### src/rtl/ifetch_pkg.sv
// rtl/ifetch_pkg.sv - shared FSM state encoding and instruction geometry for ifetch_seq
package ifetch_pkg;

    localparam int BYTES_PER_INSTR = 4;

    typedef logic [2:0] state_t;

    localparam state_t S_IDLE  = 3'd0;
    localparam state_t S_READ  = 3'd1;
    localparam state_t S_WAIT  = 3'd2;
    localparam state_t S_RESP  = 3'd3;
    localparam state_t S_DRAIN = 3'd4;

endpackage

### src/rtl/ifetch_seq.sv
// rtl/ifetch_seq.sv - byte-serial instruction fetch sequencer; optional IFETCH_MISALIGN_CHK_EN
module ifetch_seq
    import ifetch_pkg::*;
#(
    parameter int WAD        = 17,
    parameter int DATA_WIDTH = 32
) (
    input  logic                  clk,
    input  logic                  rst_n,
    input  logic                  req_i,
    input  logic [DATA_WIDTH-1:0] pcF,
    input  logic                  flush_i,
    input  logic                  accept_i,
    output logic [DATA_WIDTH-1:0] instrF,
    output logic                  valid_o,
    output logic                  stall_o,
    output logic [WAD-1:0]        mem_addr_o,
    output logic                  mem_rd_o,
    input  logic [7:0]            mem_rdata_i,
    input  logic                  mem_rvalid_i
`ifdef IFETCH_MISALIGN_CHK_EN
    ,
    output logic                  misalign_o
`endif
);

    localparam int KW = $clog2(BYTES_PER_INSTR);

    state_t                state_q;
    state_t                state_d;
    logic [WAD-1:0]        pc_q;
    logic [KW-1:0]         k_q;
    logic [DATA_WIDTH-1:0] instr_q;
    logic                  start_ok;
    logic                  new_fetch;
    logic                  beat_take;
    logic                  last_byte;
    logic                  unused_pc_hi;

    // Only the low WAD bits of the pc address the memory.
    assign unused_pc_hi = ^pcF[DATA_WIDTH-1:WAD];

`ifdef IFETCH_MISALIGN_CHK_EN
    logic misaligned;
    assign misaligned = (pcF[1:0] != 2'b00);
    assign start_ok   = req_i && !misaligned;
    assign misalign_o = req_i && misaligned &&
                        ((state_q == S_IDLE) || ((state_q == S_RESP) && accept_i));
`else
    assign start_ok   = req_i;
`endif

    assign last_byte = (k_q == KW'(BYTES_PER_INSTR - 1));
    assign new_fetch = !flush_i && start_ok &&
                       ((state_q == S_IDLE) || ((state_q == S_RESP) && accept_i));
    assign beat_take = (state_q == S_WAIT) && mem_rvalid_i && !flush_i;

    // Next-state logic; flush always wins over accept and returned data.
    always_comb begin
        state_d = state_q;
        case (state_q)
            S_IDLE: begin
                if (!flush_i && start_ok) state_d = S_READ;
            end
            S_READ: begin
                state_d = flush_i ? S_IDLE : S_WAIT;
            end
            S_WAIT: begin
                // A beat arriving together with the flush is the one we would
                // otherwise drain, so it is dropped here and DRAIN is skipped.
                if (flush_i)           state_d = mem_rvalid_i ? S_IDLE : S_DRAIN;
                else if (mem_rvalid_i) state_d = last_byte ? S_RESP : S_READ;
            end
            S_RESP: begin
                if (flush_i)       state_d = S_IDLE;
                else if (accept_i) state_d = start_ok ? S_READ : S_IDLE;
            end
            S_DRAIN: begin
                // The outstanding beat retires the drain even under a repeated
                // flush; waiting for another beat would never terminate.
                if (mem_rvalid_i) state_d = S_IDLE;
            end
            default: state_d = S_IDLE;
        endcase
    end

    // State register.
    always_ff @(posedge clk or negedge rst_n) begin
        if (!rst_n) state_q <= S_IDLE;
        else        state_q <= state_d;
    end

    // Latch the fetch pc, step the byte counter and assemble the instruction.
    always_ff @(posedge clk or negedge rst_n) begin
        if (!rst_n) begin
            pc_q    <= '0;
            k_q     <= '0;
            instr_q <= '0;
        end else if (new_fetch) begin
            pc_q <= pcF[WAD-1:0];
            k_q  <= '0;
        end else if (beat_take) begin
            instr_q[{k_q, 3'b000} +: 8] <= mem_rdata_i;
            if (!last_byte) k_q <= k_q + KW'(1);
        end
    end

    assign mem_rd_o   = (state_q == S_READ);
    assign mem_addr_o = pc_q + WAD'(k_q);
    assign valid_o    = (state_q == S_RESP);
    assign instrF     = instr_q;
    assign stall_o    = req_i && !(valid_o && accept_i);

endmodule

### config.mk
export PLATFORM = sky130hd
export DESIGN_NAME = ifetch_seq
export DESIGN_NICKNAME = d
export VERILOG_FILES = /design/src/rtl/ifetch_pkg.sv /design/src/rtl/ifetch_seq.sv
export SDC_FILE = /design/constraint.sdc
export NUM_CORES = 1
export LEC_CHECK = 0
export ABC_CLOCK_PERIOD_IN_PS = 1750
export BUFFER_PORTS_ARGS = -buffer_cell sky130_fd_sc_hd__buf_2
export CAP_MARGIN = 20
export CORE_MARGIN = 3
export CORE_UTILIZATION = 45
export CTS_CLUSTER_SIZE = 28
export DETAILED_ROUTE_END_ITERATION = 10
export PLACE_DENSITY = 0.77
export SYNTH_ARGS = -nofsm -noshare
export SYNTH_HDL_FRONTEND = slang
export SYNTH_SLANG_ARGS = --single-unit
### constraint.sdc
create_clock -name clk -period 1.75 [get_ports clk]
set_input_delay 0.175 -clock clk [delete_from_list [all_inputs] [get_ports clk]]
set_output_delay 0.175 -clock clk [all_outputs]
set_load 0.03 [all_outputs]
Word level (Yosys, flattened, before mapping). Index checks and enable logic that the tools add are counted.

Add/sub/neg operators: 3. Reduce and logical (&&, ||, !) cells: 14. Eq/ne operators: 10. Shifts and indexed selects: 2. Multiplexer cells: 15. Bitwise logic cells: 1.

Operator list (count): $bwmux 32 (1); $shift 8x7->32 const A (1); $shiftx 8x7->32 (1); $mux 3 (7); $add 17x2->17 (1); $pmux 3 s5 (1); $mux 2 (5); $neg 5->7 (1); $eq 3x2->1 const B (2); $logic_and 1x1->1 (6); $ne 3x3->1 const B (2); $ne 2x2->1 const B (2); $reduce_and 2->1 (2); $reduce_and 4->1 (1); $eq 3x1->1 const B (1); $eq 3x3->1 const B (1); $logic_not 3->1 (1); $add 2x1->2 const B (1); $eq 2x2->1 const B (1); $logic_not 1->1 (2); $ne 2x1->1 const B (1); $reduce_bool 2->1 (1); $logic_or 1x1->1 (1); $mux 1 (1); $not 1->1 (1).

Flip-flop bits (word level): 54. Output and inout bits: 52. Input port bits: 46. Word-level logic and storage cells: 49.

Longest topological paths before layout.
Depth in word-level cells: 6. Gate-level depth with buffers: 7. Gate-level depth less buffers: 7.

Worst setup path before layout. Ideal clock, no wire load.

Kind: reg-to-output. Start: register k_q[0]. End: output mem_addr_o[16]. Slack: -587 ps. Data arrival time: 2162 ps. Path buffers: 0. Stages on the path, launching flop included: 8. Cells stage by stage: dfrtp_1 ha_1 inv_1 fa_1 nand3b_1 nor4_2 nand3_1 xnor2_1.

Word-level cells in the longest chain between the ends: 1.

Ends and longest elaborated chain: start, declared (line ifetch_seq.sv:32) `logic [KW-1:0] k_q;`; start signal, assigned (line ifetch_seq.sv:104) `if (!last_byte) k_q <= k_q + KW'(1);`; $add 17x2->17 (line ifetch_seq.sv:109) `assign mem_addr_o = pc_q + WAD'(k_q);`; end, declared (line ifetch_seq.sv:17) `output logic [WAD-1:0] mem_addr_o,`.

No other way between the ends.

Final worst setup path.
Start: register k_q[0]. End: output mem_addr_o[8].

The elaborated chain is that of the path after synthesis.

==> metrics.md <==
| Metric | Value |
|---|---|
| Final net count | 435 |
| Antenna diodes | 0 |
| Largest net degree at the start of global routing | 55 |
| Status | finished with violations |
| YS warnings | 0 |
| Share of cells above drive strength 1 | 49.74% |
| Final-report hold violation count | 0 |
| Final setup margin | -0.7634 ns |
| Final WL | 6.902 mm |
| Multiplexer area fraction after synthesis | 8.609% |
| Post-synthesis cell type count | 36 |
| End of the critical path | mem_addr_o[8] |
| CTS clk-pin slew, worst paths | 0.10 ns |
| Largest family of logic cells by synthesized area | simple AND/OR/NAND/NOR gates |
| Met2 usage | 33.82% |
| Clock sink total | 54 |
| Synthesized net count | 315 |
| Crit Reg-Reg Startpoint | k_q[0] |
| Commonest non-fill, non-tap cell in the layout | buf_2 |
| Slew @ Worst Pin | 0.5368 ns |
| Post-Synth XOR/XNOR Area | 5.212% |
| Worst Path Arrival | 2.34 ns |
| RSZ-0062 raised after global routing | true |
| Skew-Pair Late Insertion Delay | 0.31 ns |
| Final Cycle Share | 143.6% |
| HP Start | pcF[5] |
| Rel. slew slack | 64.06% |
| Initial core utilization | 47.66% |
| Chip height | 83.30 µm |
| Post-layout util | 71.46% |
| Crit path from | k_q[0] |
| Syn Area/Cell | 10.30 µm² |
| Design Power | 4.539 mW |
| Static leakage | 1.940 nW |
| Routability cong. | 0.8268 |
| DRT iter0 DRCs | 140 |
| Met1 GRT Util | 26.92% |
| DRC Markers | 0 |
| Port bufs | 82 |
| Post-Synthesis Cells | 261 |
| Failing checks | negative setup slack |
| Row cnt | 27 |
| Initial antenna violation count | 0 |
| R2R setup slack | 0.09 ns |
| CTS max path bufs | 2 |
| Length of the first detailed-routing pass in iterations | 5 |
| Dpl cells | 435 |
| Max H-tree Level | 2 |
| Die Area | 6939 µm² |
| GRT busiest layer | met2 |
| Top cell by count, worst path | buf_6 |
| PD cells | 1126 nW/µm² |
| Total number of vias | 2,259 |
| Design Area, Final | 4031 µm² |
| Grt ovf | 0 |
| Max-cap violations | 0 |
| Commonest non-fill, non-tap cells in the layout | buf_2, dfrtp_1, nand2_1 |
| Slowest Stage Delay on Critical Path | 0.41 ns |
| Worst-path cell chain | ha_4 > inv_2 > fa_2 > buf_4 > buf_6 > buf_6 > nor3b_4 > nand3_2 > xnor2_4 > buf_6 |
| Synth Cell Area | 2689 µm² |
| Clock buffer count from CTS | 5 |
| Crit end category | output port |
| Synth-to-Final Area Change | 49.93% |
| Finished Layout Cells | 454 |
| CP Launch Type | flop |
| Gr usage total | 20.06% |
| First-pass GRT wire length | 11.36 mm |
| Die width | 83.30 µm |
| CP required | 1.57 ns |
| Core area | 5642 µm² |
| I/O Pins | 98 |
| Number of global-route vias before repair | 2,305 |
| Reg2reg path depth | 8 |
| Total negative setup slack | -8.106 ns |
| Min cycle time layout | 2.513 ns |
| Critical Path Fanout Max | 3 |
| Fmax | 397.9 MHz |
| Final antenna-violating net count | 0 |
| Synth Area in Compound Gates | 8.562% |
| Clock Tree Root | clkbuf_8 |
| Post-synthesis simple-gate area fraction | 19.50% |
| Clock skew | 0.004762 ns |
| Hold Crit Class | in2reg |
| Peak VDD IR | 0.0006024 V |
| Via/cell ratio | 4.976 |
| Slowest-stage cell, CP | dfrtp_1 |
| RR Endpoint | instrF[19] |
| GR Util met3 | 3.373% |
| DP HPWL | 4.609 mm |
| Placed cell areas | 3527 µm² |
| Finish-stage setup viols | 16 |
| Max Slew Vio Count | 0 |
| WL/cell | 15.20 µm |
| Sequential fraction of the synthesis area | 50.26% |
| Hold Crit Depth | 2 |
| Adder-cell share of the synthesized area | 4.002% |
| Synthesized flop and latch total | 54 |
| Crit Path Category | reg2out |
| CTS tree | built |
layout make-up:
class | instances | area, µm²
Fill cell | 404 | 1610
Multi-Input combinational cell | 183 | 1578
Sequential cell | 54 | 1353
Timing Repair Buffer | 120 | 845.8
Tap cell | 72 | 90.09
Clock buffer | 6 | 82.58
Inverter | 17 | 66.31
Clock inverter | 2 | 16.27
per-stage QoR:
stage / setup WS (ns) / hold WS (ns)
2_1_floorplan: -0.3341 / -0.1206
6_report: -0.7634 / 0.08904
5_1_grt: -0.8675 / 0.08487
4_1_cts: -0.6861 / 0.08043
3_5_place_dp: -0.4160 / 0.1911
3_3_place_gp: -0.3423 / 0.1897
cell families after synthesis:
| group | after synthesis |
|---|---|
| mux | 18 |
| buf+inv | 24 |
| flops | 54 |
| fa+ha+maj | 8 |
| simple gates | 101 |
| compound gates | 40 |
| xor+xnor | 16 |
timing repair:
item                       CTS  global route
hold buffers                 1             0
pin swaps                   12            13
setup buffers                7             8
hold endpoints to repair    54             0
resized for setup           44            34
setup endpoints to repair   16            49
flip-flops by register name (all words and copies together) (netlist names):
register and cells:
state_q 3, k_q 2, instrF 32, pc_q 17
power breakdown:
part	internal (mW)	switching (mW)	total [mW]
sequential	1.49	0.204	1.70
combinational	0.896	1.19	2.09
clock	0.327	0.426	0.753
worst min-delay path by stage:
stage | slack (ns) | to
2_1_floorplan | -0.12 | instrF[0]
3_3_place_gp | 0.19 | instrF[6]
3_5_place_dp | 0.19 | instrF[6]
4_1_cts | 0.08 | pc_q[5]
5_1_grt | 0.08 | pc_q[3]
6_report | 0.09 | pc_q[5]
synthesized netlist by cell type, drive strengths merged:
cell / n / share of area [%]
a2111oi: 1 / 0.33
a211oi: 1 / 0.28
a21boi: 1 / 0.28
a21o: 1 / 0.28
a21oi: 1 / 0.19
and3: 3 / 0.88
buf: 6 / 1.3
clkbuf: 1 / 0.14
dfrtp: 54 / 50
fa: 1 / 0.74
ha: 7 / 3.3
inv: 17 / 2.4
mux2: 17 / 8.2
mux2i: 1 / 0.37
nand2: 53 / 7.4
nand2b: 2 / 0.47
nand3: 17 / 3.7
nand3b: 4 / 1.1
nand4: 2 / 0.47
nor2: 7 / 0.98
nor3: 4 / 0.74
nor3b: 4 / 1.1
nor4: 4 / 1.7
nor4b: 1 / 0.88
o211ai: 1 / 0.79
o21ai: 33 / 6.1
o31ai: 1 / 0.28
xnor2: 10 / 3.3
xor2: 6 / 2.0
per-layer routing:
metal / share of wire (%) / vias up / wire length (µm)
li1: - / 1117 / -
met1: 41 / 1058 / 2863
met2: 51 / 71 / 3553
met3: 5.0 / 13 / 347
met4: 2.0 / 0 / 138
met5: 0 / - / 0
critical path: cells and delay by family (launching register included):
kind / cells / cell delay, ns
flops: 1 / 0.41
fa+ha+maj: 2 / 0.50
xor+xnor: 1 / 0.16
simple gates: 2 / 0.41
buf+inv: 5 / 0.54
Power figures use the tool's default switching activity.
